<file path="src/rtl/collector_pkg.sv">
// Shared state encoding and defaults for the bit batch collector.
package collector_pkg;

  typedef enum logic [1:0] {
    ST_IDLE    = 2'd0,
    ST_COLLECT = 2'd1,
    ST_FULL    = 2'd2
  } state_e;

  localparam int unsigned DROP_CNT_WIDTH_DEFAULT = 16;

  // Address width for a memory of the given depth, never narrower than one bit.
  function automatic int unsigned addr_width(int unsigned depth);
    return (depth > 1) ? $clog2(depth) : 1;
  endfunction

endpackage

</file>
<file path="src/rtl/bit_batch_collector_if.sv">
// Bit-source, batch-memory port A and transmit-stage handshake signals of the collector.
interface bit_batch_collector_if
  import collector_pkg::*;
#(
  parameter int unsigned MEM_ADDR_WIDTH = 10,
  parameter int unsigned DATA_WIDTH     = 8,
  parameter int unsigned DROP_CNT_WIDTH = DROP_CNT_WIDTH_DEFAULT
);

  logic                      start;
  logic                      bit_valid;
  logic                      bit_in;
  logic                      batch_ack;
  logic                      wea;
  logic [MEM_ADDR_WIDTH-1:0] addra;
  logic [DATA_WIDTH-1:0]     dina;
  logic                      batch_ready;
  logic                      busy;
  logic [DROP_CNT_WIDTH-1:0] drop_count;

  modport master (
    output start, bit_valid, bit_in, batch_ack,
    input  wea, addra, dina, batch_ready, busy, drop_count
  );

  modport slave (
    input  start, bit_valid, bit_in, batch_ack,
    output wea, addra, dina, batch_ready, busy, drop_count
  );

endinterface

</file>
<file path="src/rtl/bit_packer.sv">
// MSB-first serial-to-parallel packer; flags the cycle in which a word's last bit arrives.
module bit_packer #(
  parameter int unsigned DATA_WIDTH = 8
) (
  input  logic                  clk,
  input  logic                  rst_n,
  input  logic                  clear,
  input  logic                  bit_valid,
  input  logic                  bit_in,
  output logic                  word_valid,
  output logic [DATA_WIDTH-1:0] word
);

  localparam int unsigned CntW = $clog2(DATA_WIDTH);
  localparam logic [CntW-1:0] LastBit = CntW'(DATA_WIDTH - 1);

  // Only DATA_WIDTH-1 bits need storing; the final bit is taken straight from bit_in.
  logic [DATA_WIDTH-2:0] sr_q, sr_d;
  logic [CntW-1:0]       cnt_q, cnt_d;

  assign word       = {sr_q, bit_in};
  assign word_valid = bit_valid && (cnt_q == LastBit);

  always_comb begin
    sr_d  = sr_q;
    cnt_d = cnt_q;
    if (clear) begin
      sr_d  = '0;
      cnt_d = '0;
    end else if (bit_valid) begin
      sr_d  = word[DATA_WIDTH-2:0];
      cnt_d = (cnt_q == LastBit) ? '0 : cnt_q + 1'b1;
    end
  end

  always_ff @(posedge clk or negedge rst_n) begin
    if (!rst_n) begin
      sr_q  <= '0;
      cnt_q <= '0;
    end else begin
      sr_q  <= sr_d;
      cnt_q <= cnt_d;
    end
  end

endmodule

</file>
<file path="src/rtl/bit_batch_collector.sv">
// Packs serial entropy bits into words, writes a batch into memory port A and holds it
// until the transmit stage acknowledges; bits arriving while the buffer is full are counted.
module bit_batch_collector
  import collector_pkg::*;
#(
  parameter int unsigned BATCH_SIZE     = 1000,
  parameter int unsigned MEM_ADDR_WIDTH = addr_width(BATCH_SIZE),
  parameter int unsigned DATA_WIDTH     = 8,
  parameter bit          AUTO_RESTART   = 1'b1,
  parameter int unsigned DROP_CNT_WIDTH = DROP_CNT_WIDTH_DEFAULT
) (
  input logic                  clk,
  input logic                  rst_n,
  bit_batch_collector_if.slave bus
);

  localparam logic [MEM_ADDR_WIDTH-1:0] LastAddr = MEM_ADDR_WIDTH'(BATCH_SIZE - 1);

  state_e                    state_q, state_d;
  logic [MEM_ADDR_WIDTH-1:0] word_cnt_q, word_cnt_d;
  logic [MEM_ADDR_WIDTH-1:0] addra_q, addra_d;
  logic [DATA_WIDTH-1:0]     dina_q, dina_d;
  logic                      wea_q, wea_d;
  logic                      ready_q, ready_d;
  logic                      busy_q, busy_d;
  logic [DROP_CNT_WIDTH-1:0] drop_q, drop_d;

  logic                  pack_valid;
  logic                  pack_clear;
  logic                  word_valid;
  logic [DATA_WIDTH-1:0] word;

  // The packer only sees bits while collecting, so IDLE and FULL bits never reach it.
  assign pack_valid = (state_q == ST_COLLECT) && bus.bit_valid;

  bit_packer #(
    .DATA_WIDTH (DATA_WIDTH)
  ) u_bit_packer (
    .clk        (clk),
    .rst_n      (rst_n),
    .clear      (pack_clear),
    .bit_valid  (pack_valid),
    .bit_in     (bus.bit_in),
    .word_valid (word_valid),
    .word       (word)
  );

  always_comb begin
    state_d    = state_q;
    word_cnt_d = word_cnt_q;
    addra_d    = addra_q;
    dina_d     = dina_q;
    wea_d      = 1'b0;
    ready_d    = ready_q;
    drop_d     = drop_q;
    pack_clear = 1'b0;

    unique case (state_q)
      ST_IDLE: begin
        if (bus.start) state_d = ST_COLLECT;
      end
      ST_COLLECT: begin
        if (word_valid) begin
          wea_d   = 1'b1;
          addra_d = word_cnt_q;
          dina_d  = word;
          // Counter stops on the last address so it cannot wrap inside a batch.
          if (word_cnt_q == LastAddr) begin
            state_d = ST_FULL;
            ready_d = 1'b1;
          end else begin
            word_cnt_d = word_cnt_q + 1'b1;
          end
        end
      end
      ST_FULL: begin
        if (bus.bit_valid && (drop_q != '1)) drop_d = drop_q + 1'b1;
        if (bus.batch_ack) begin
          ready_d    = 1'b0;
          word_cnt_d = '0;
          pack_clear = 1'b1;
          state_d    = AUTO_RESTART ? ST_COLLECT : ST_IDLE;
        end
      end
      default: state_d = ST_IDLE;
    endcase

    busy_d = (state_d == ST_COLLECT);
  end

  always_ff @(posedge clk or negedge rst_n) begin
    if (!rst_n) begin
      state_q    <= ST_IDLE;
      word_cnt_q <= '0;
      addra_q    <= '0;
      dina_q     <= '0;
      wea_q      <= 1'b0;
      ready_q    <= 1'b0;
      busy_q     <= 1'b0;
      drop_q     <= '0;
    end else begin
      state_q    <= state_d;
      word_cnt_q <= word_cnt_d;
      addra_q    <= addra_d;
      dina_q     <= dina_d;
      wea_q      <= wea_d;
      ready_q    <= ready_d;
      busy_q     <= busy_d;
      drop_q     <= drop_d;
    end
  end

  assign bus.wea         = wea_q;
  assign bus.addra       = addra_q;
  assign bus.dina        = dina_q;
  assign bus.batch_ready = ready_q;
  assign bus.busy        = busy_q;
  assign bus.drop_count  = drop_q;

endmodule
</file>
<file path="src/flat_wrapper.sv">
// flat-port wrapper written by rule: the top's interface ports become plain ports
module bit_batch_collector_flat import collector_pkg::*;
#(
  parameter int unsigned BATCH_SIZE     = 1000,
  parameter int unsigned MEM_ADDR_WIDTH = addr_width(BATCH_SIZE),
  parameter int unsigned DATA_WIDTH     = 8,
  parameter bit          AUTO_RESTART   = 1'b1,
  parameter int unsigned DROP_CNT_WIDTH = DROP_CNT_WIDTH_DEFAULT
)
  (clk, rst_n, bus_start, bus_bit_valid, bus_bit_in, bus_batch_ack, bus_wea, bus_addra, bus_dina, bus_batch_ready, bus_busy, bus_drop_count);
  bit_batch_collector_if #(.MEM_ADDR_WIDTH(MEM_ADDR_WIDTH), .DATA_WIDTH(DATA_WIDTH), .DROP_CNT_WIDTH(DROP_CNT_WIDTH)) bus_i ();
  input logic clk;
  input logic rst_n;
  input wire logic [$bits(bus_i.start)-1:0] bus_start;
  input wire logic [$bits(bus_i.bit_valid)-1:0] bus_bit_valid;
  input wire logic [$bits(bus_i.bit_in)-1:0] bus_bit_in;
  input wire logic [$bits(bus_i.batch_ack)-1:0] bus_batch_ack;
  output wire logic [$bits(bus_i.wea)-1:0] bus_wea;
  output wire logic [$bits(bus_i.addra)-1:0] bus_addra;
  output wire logic [$bits(bus_i.dina)-1:0] bus_dina;
  output wire logic [$bits(bus_i.batch_ready)-1:0] bus_batch_ready;
  output wire logic [$bits(bus_i.busy)-1:0] bus_busy;
  output wire logic [$bits(bus_i.drop_count)-1:0] bus_drop_count;
  assign bus_i.start = bus_start;
  assign bus_i.bit_valid = bus_bit_valid;
  assign bus_i.bit_in = bus_bit_in;
  assign bus_i.batch_ack = bus_batch_ack;
  assign bus_wea = bus_i.wea;
  assign bus_addra = bus_i.addra;
  assign bus_dina = bus_i.dina;
  assign bus_batch_ready = bus_i.batch_ready;
  assign bus_busy = bus_i.busy;
  assign bus_drop_count = bus_i.drop_count;
  bit_batch_collector #(.BATCH_SIZE(BATCH_SIZE), .MEM_ADDR_WIDTH(MEM_ADDR_WIDTH), .DATA_WIDTH(DATA_WIDTH), .AUTO_RESTART(AUTO_RESTART), .DROP_CNT_WIDTH(DROP_CNT_WIDTH)) u_core (.clk(clk), .rst_n(rst_n), .bus(bus_i));
endmodule
</file>
<file path="config.mk">
export PLATFORM = sky130hd
export DESIGN_NAME = bit_batch_collector_flat
export DESIGN_NICKNAME = d
export VERILOG_FILES = /design/src/rtl/collector_pkg.sv /design/src/rtl/bit_batch_collector_if.sv /design/src/rtl/bit_packer.sv /design/src/rtl/bit_batch_collector.sv /design/src/flat_wrapper.sv
export SDC_FILE = /design/constraint.sdc
export NUM_CORES = 1
export LEC_CHECK = 0
export BUFFER_PORTS_ARGS = -buffer_cell sky130_fd_sc_hd__buf_4
export CORE_UTILIZATION = 50
export CTS_BUF_LIST = sky130_fd_sc_hd__clkbuf_16
export DETAILED_ROUTE_END_ITERATION = 12
export PLACE_DENSITY = 0.86
export SLEW_MARGIN = 40
export SYNTH_ARGS = -nofsm -noshare
export SYNTH_HDL_FRONTEND = slang
export SYNTH_SLANG_ARGS = --single-unit
</file>
<file path="constraint.sdc">
create_clock -name clk -period 1.6 [get_ports clk]
set_clock_uncertainty 0.1 [all_clocks]
set_input_delay 0.32 -clock clk [delete_from_list [all_inputs] [get_ports clk]]
set_output_delay 0.32 -clock clk [all_outputs]
set_load 0.02 [all_outputs]
</file>
After elaboration in Yosys (flattened, before gate mapping)
Index checks and enable logic that the tools add are counted.
{"block": "op_classes", "n_reduce_logical": 10, "mux": 22, "eq_ne": 10, "n_addsub": 3, "mul": 0, "div": 0, "n_lt_le_gt_ge": 0, "shifts": 0, "n_bitwise": 0}
{"op": "$mux 10", "count": 3}
{"op": "$pmux 10 s2", "count": 1}
{"op": "$add 16x1->16 const B", "count": 1}
{"op": "$ne 16x16->1 const B", "count": 1}
{"op": "$mux 7", "count": 2}
{"op": "$add 10x1->10 const B", "count": 1}
{"op": "$eq 10x10->1 const B", "count": 1}
{"op": "$mux 3", "count": 3}
{"op": "$mux 2", "count": 4}
{"op": "$ne 2x2->1 const B", "count": 4}
{"op": "$reduce_and 4->1", "count": 2}
{"op": "$mux 1", "count": 7}
{"op": "$pmux 2 s3", "count": 1}
{"op": "$eq 2x1->1 const B", "count": 2}
{"op": "$reduce_and 2->1", "count": 2}
{"op": "$reduce_bool 2->1", "count": 2}
{"op": "$add 3x1->3 const B", "count": 1}
{"op": "$eq 3x3->1 const B", "count": 1}
{"op": "$logic_and 1x1->1", "count": 3}
{"op": "$eq 2x2->1 const B", "count": 1}
{"op": "$logic_not 2->1", "count": 1}
{"op": "$pmux 1 s2", "count": 1}
{"block": "totals", "regBits": 59, "inputBits": 6, "ramBits": 0, "word_cells": 55, "latchBits": 0, "romBits": 0, "mem_count": 0, "output_inout_bits": 37}

Logic depth before layout (Yosys ltp)
{"block": "logic_depth", "depth_word": 6, "depth_mapped": 7, "mapped_depth_nobuf": 7}

Modules after synthesis
Synthesis repeated with hierarchy kept, for this count alone.
{"block": "unflattened", "cells_unflattened": 250, "hier_area_um2": 2671.3}
{"mod": "bit_batch_collector", "seq_area_each_um2": 1226.2, "n_inst": 1, "area_each_um2": 2227.1, "cells_per_inst": 213}
{"mod": "bit_packer", "seq_area_each_um2": 250.2, "n_inst": 1, "area_each_um2": 444.2, "cells_per_inst": 37}

Worst setup path before layout
OpenSTA, ideal clock, no wires.
{"block": "synth_timing", "path_kind": "reg-to-reg", "from": "reg u_core.drop_q[0] (netlist: u_core.bus.drop_count[0])", "to": "reg u_core.drop_q[1] (netlist: u_core.bus.drop_count[1])", "setup_ns": 0.125, "path_buffers": 0, "slack_ns": -0.084, "stages_incl_launch_ff": 6, "t_arrival_ns": 1.459, "synth_period_minus_slack_ns": 1.684, "required_time_ns": 1.375, "path_cell_list": "dfrtp_1 ha_1 nand4_1 nor4_4 nor2_2 mux2_4"}
{"block": "synth_between", "elab_chain_len": 3, "word_cells_on_any_way": 4, "classes_between": "add/sub (1); eq/ne (1); reduce/logical (2)"}
{"item": "start, declared", "line_no": "bit_batch_collector.sv:26", "rtl": "logic [DROP_CNT_WIDTH-1:0] drop_q, drop_d;"}
{"item": "start signal, assigned", "line_no": "bit_batch_collector.sv:109", "rtl": "drop_q <= drop_d;"}
{"item": "parallel branches: the longest is 3 deep, another holds $add 16x1->16"}
Several ways; the timed one is not identified.
A chain may end at the register's enable or synchronous reset.

Final worst setup path
{"block": "layout_timing", "from": "reg u_core.u_bit_packer.cnt_q[1]", "to": "reg u_core.word_cnt_q[8]"}
{"block": "layout_between", "elab_chain_len": 4}
{"item": "start, declared", "line_no": "bit_packer.sv:19", "rtl": "logic [CntW-1:0] cnt_q, cnt_d;"}
{"item": "start signal, assigned", "line_no": "bit_packer.sv:42", "rtl": "cnt_q <= cnt_d;"}
{"item": "$eq 3x3->1", "line_no": "bit_packer.sv:22", "rtl": "assign word_valid = bit_valid && (cnt_q == LastBit);"}
{"item": "$logic_and 1x1->1", "line_no": "bit_packer.sv:22"}
{"item": "$ne 2x2->1 (no source line)"}
{"item": "$reduce_and 4->1 (no source line)"}
{"item": "end signal, assigned", "line_no": "bit_batch_collector.sv:103", "rtl": "word_cnt_q <= word_cnt_d;"}
{"item": "end, declared", "line_no": "bit_batch_collector.sv:20", "rtl": "logic [MEM_ADDR_WIDTH-1:0] word_cnt_q, word_cnt_d;"}
No other way between the ends.

==> impl_metrics.tcl <==
set metrics [dict create \
    r2r_start "u_core.u_bit_packer.cnt_q[1]" \
    syn-mean-instance-area_sq_um 10.6 \
    hold_depth 3 \
    antenna_found_initial 0 \
    post-place-ws_ps -158 \
    syn_inst 252 \
    clk_latency_ps 340 \
    nets 360 \
    synth_nets 262 \
    crit_type "reg2reg" \
    max_slew.worst_pin.slew_ps 389 \
    drive_gt1_share_pct 51.8 \
    die_area_sq_um 5660 \
    ys_async_sr_fraction_pct 100 \
    syn2layout_area_growth_pct 54.4 \
    drc 0 \
    grt_pass1_vias 2224 \
    critical_path_arrival_ps 1860 \
    ys_warn_count 0 \
    drtAntennaViolNets 0 \
    fp-row-count 26 \
    vias 2469 \
    crit_path_cell_trace "ha_2 -> ha_4 -> nand4b_4 -> buf_4 -> nor4_4 -> xnor2_1 -> nor2_1" \
    slowest_stage "dfrtp_1" \
    power.density_nw_per_um2 1210 \
    vias_per_cell 5.81 \
    r2r-end "u_core.word_cnt_q[8]" \
    fin_ws_ps -140 \
    slew_violations 0 \
    hold_end "u_core.bus.dina[0]" \
    setup-violations-final 37 \
    grt_overflow 0 \
    core_sq_um 5140 \
    hp-start "bus_bit_in" \
    cpPeakStageDelay_ps 370 \
    power_leakage_nw 2.03 \
    end_kind "flop" \
    worstRegToRegCells 7 \
    min_path_type "in2reg" \
    drt-total-wl_mm 8.53 \
    cts_buffer_depth 2 \
    dpl.hpwl_mm 3.94 \
    ys_seq_elements 59 \
    violations "setup timing" \
    syn_area_sq_um 2680 \
    total_power_mw 5.01 \
    holdWs_ps 96.2 \
    grt_pass1_wl_mm 10.8 \
    rrSetupSlack_ps -140 \
    htreeDepth 3 \
    die_y_um 75.2 \
    timing.final.crit_share_pct 109 \
    crit_required_ps 1720 \
    diodes 0 \
    synth_ff_type "dfrtp_1" \
    ys_seq_area_share_pct 55.1 \
    pin_count 43 \
    die_x_um 75.2 \
    cts_made_buffers 9 \
    cts-root-buf "clkbuf_16" \
    wl_per_cell_um 20.1 \
    synth_top_cell_area_share_pct 55.1 \
    initial_core_util_pct 52.2 \
    drt_iter0_markers 295 \
    ys_types 47 \
    clkSlewWorstSetupHoldPaths_ps 60 \
    cts_tree "built" \
    ys_top_cells_by_area "dfrtp_1, nand2_1, a22o_1, xnor2_1, xor2_1" \
    final_common_cell "buf_4" \
    io_buffers 42 \
    hold_viol 0 \
    worstSetupStartpointType "flop" \
    synth_edf_count 0 \
    path_buf_inv 1 \
    grt_use_total_pct 27.1 \
    routabilityCongestion 0.871 \
    first_pass_iters 4 \
    ir_worst_vdd_v 0.000882 \
    relSlewSlack_pct 74.0 \
    worst-path-stages 7 \
    timing.fmax_mhz 575 \
    synth_area_leader_cell "dfrtp_1" \
    finalCriticalPeriod_ps 1740 \
    maxCapViolations 0 \
    grt_max_degree 33 \
    rsz0062_at_grt "true" \
    nFillCells 283 \
    status "complete, but fails checks" \
    clock_sinks 59 \
    critPathTopFamily "simple AND/OR/NAND/NOR gates" \
    most-common-layout-cells "buf_4, dfrtp_1, nand2_1" \
    path_max_fanout 5 \
]
==> layer usage <==
metal	vias up	wire length, um	track usage (%)
li1	1079	-	-
met1	1225	3260	33.2
met2	132	4410	43.5
met3	33	575	8.84
met4	0	285	13.0
met5	-	0	0
==> worst min-delay path, stage by stage <==
cell     delay (ps)
buf_4            90
nand2_1          40
nand2_1          50
==> kinds of logic after synthesis <==
| group | count (synthesis) | share of synthesized area [%] |
|---|---|---|
| AO/OA/AOI/OAI | 28 | 7.70 |
| XOR/XNOR | 18 | 5.88 |
| adder cells (fa/ha/maj) | 4 | 1.87 |
| buffers and inverters | 11 | 2.05 |
| flip-flops | 59 | 55.1 |
| multiplexers | 3 | 1.31 |
| AND/OR/NAND/NOR | 129 | 26.1 |
==> final cells by class <==
type	count	area, sq um	share of cell area (%)
clock inverters	7	53.8	1.30
clock buffers	9	225	5.44
repair buffers	95	781	18.9
flip-flops and latches	59	1490	36.0
inverters	3	13.8	0.333
well taps	70	87.6	2.12
multi-input cells	182	1490	35.9
==> report_power, final <==
part,switching (mW),total [mW],internal (mW)
clock network,0.671,1.84,1.17
logic,0.615,1.21,0.591
registers,0.226,1.96,1.74
==> Yosys cell counts, types with 2 or more instances <==
cell type,instances
and3_1,4
o31ai_1,2
nor3_1,5
nor2_2,2
ha_1,4
nand2b_1,2
a21oi_1,3
a22o_1,9
o2bb2ai_1,2
buf_2,5
nor2_1,13
inv_1,3
nor4_1,5
xnor2_1,9
nor3b_1,2
nand4_1,5
nor4_4,2
mux2i_1,2
nand3_1,8
dfrtp_1,59
nand3b_1,3
o21ai_0,6
nand2_1,65
xor2_1,9
==> stage by stage <==
stage | TNS, ps | std cells | area (sq um) | util, %
final | -2590 | 425 | 4140 | 80.5
after global routing | -4710 | 425 | 4140 | 80.5
after CTS | -686 | 415 | 3770 | 73.3
after detailed placement | -1860 | 392 | 3340 | 65.0
after global placement | -128 | 392 | 3340 | 65.0
after floorplan | -8.72 | 252 | 2700 | -
==> how the worst max path moves through the flow <==
stage,startpoint,endpoint,slack (ps)
2_1_floorplan,u_core.bus.drop_count[0],u_core.bus.drop_count[1],-9
3_3_place_gp,u_core.u_bit_packer.cnt_q[0],u_core.word_cnt_q[3],-40
3_5_place_dp,u_core.u_bit_packer.cnt_q[1],u_core.word_cnt_q[8],-160
4_1_cts,u_core.u_bit_packer.cnt_q[1],u_core.word_cnt_q[3],-80
5_1_grt,u_core.u_bit_packer.cnt_q[0],u_core.word_cnt_q[7],-220
6_report,u_core.u_bit_packer.cnt_q[1],u_core.word_cnt_q[8],-140
==> repair_timing <==
| action | 4_1_cts | 5_1_grt |
|---|---|---|
| hold endpoints to repair | 27 | 0 |
| resized for setup | 22 | 70 |
| setup buffers | 6 | 9 |
| pin swaps | 6 | 36 |
| hold buffers | 1 | 0 |
| endpoints found under the setup margin | 38 | 50 |
| cloned | 0 | 1 |
==> registers in the layout, summed over array words and instances (netlist names) <==
name	cells
u_core.word_cnt_q	10
u_core.bus.dina	8
u_core.bus.busy	1
u_core.bus.batch_ready	1
u_core.u_bit_packer.sr_q	7
u_core.bus.drop_count	16
u_core.state_q	2
u_core.bus.addra	10
u_core.u_bit_packer.cnt_q	3
u_core.bus.wea	1
Power figures use the tool's default switching activity.
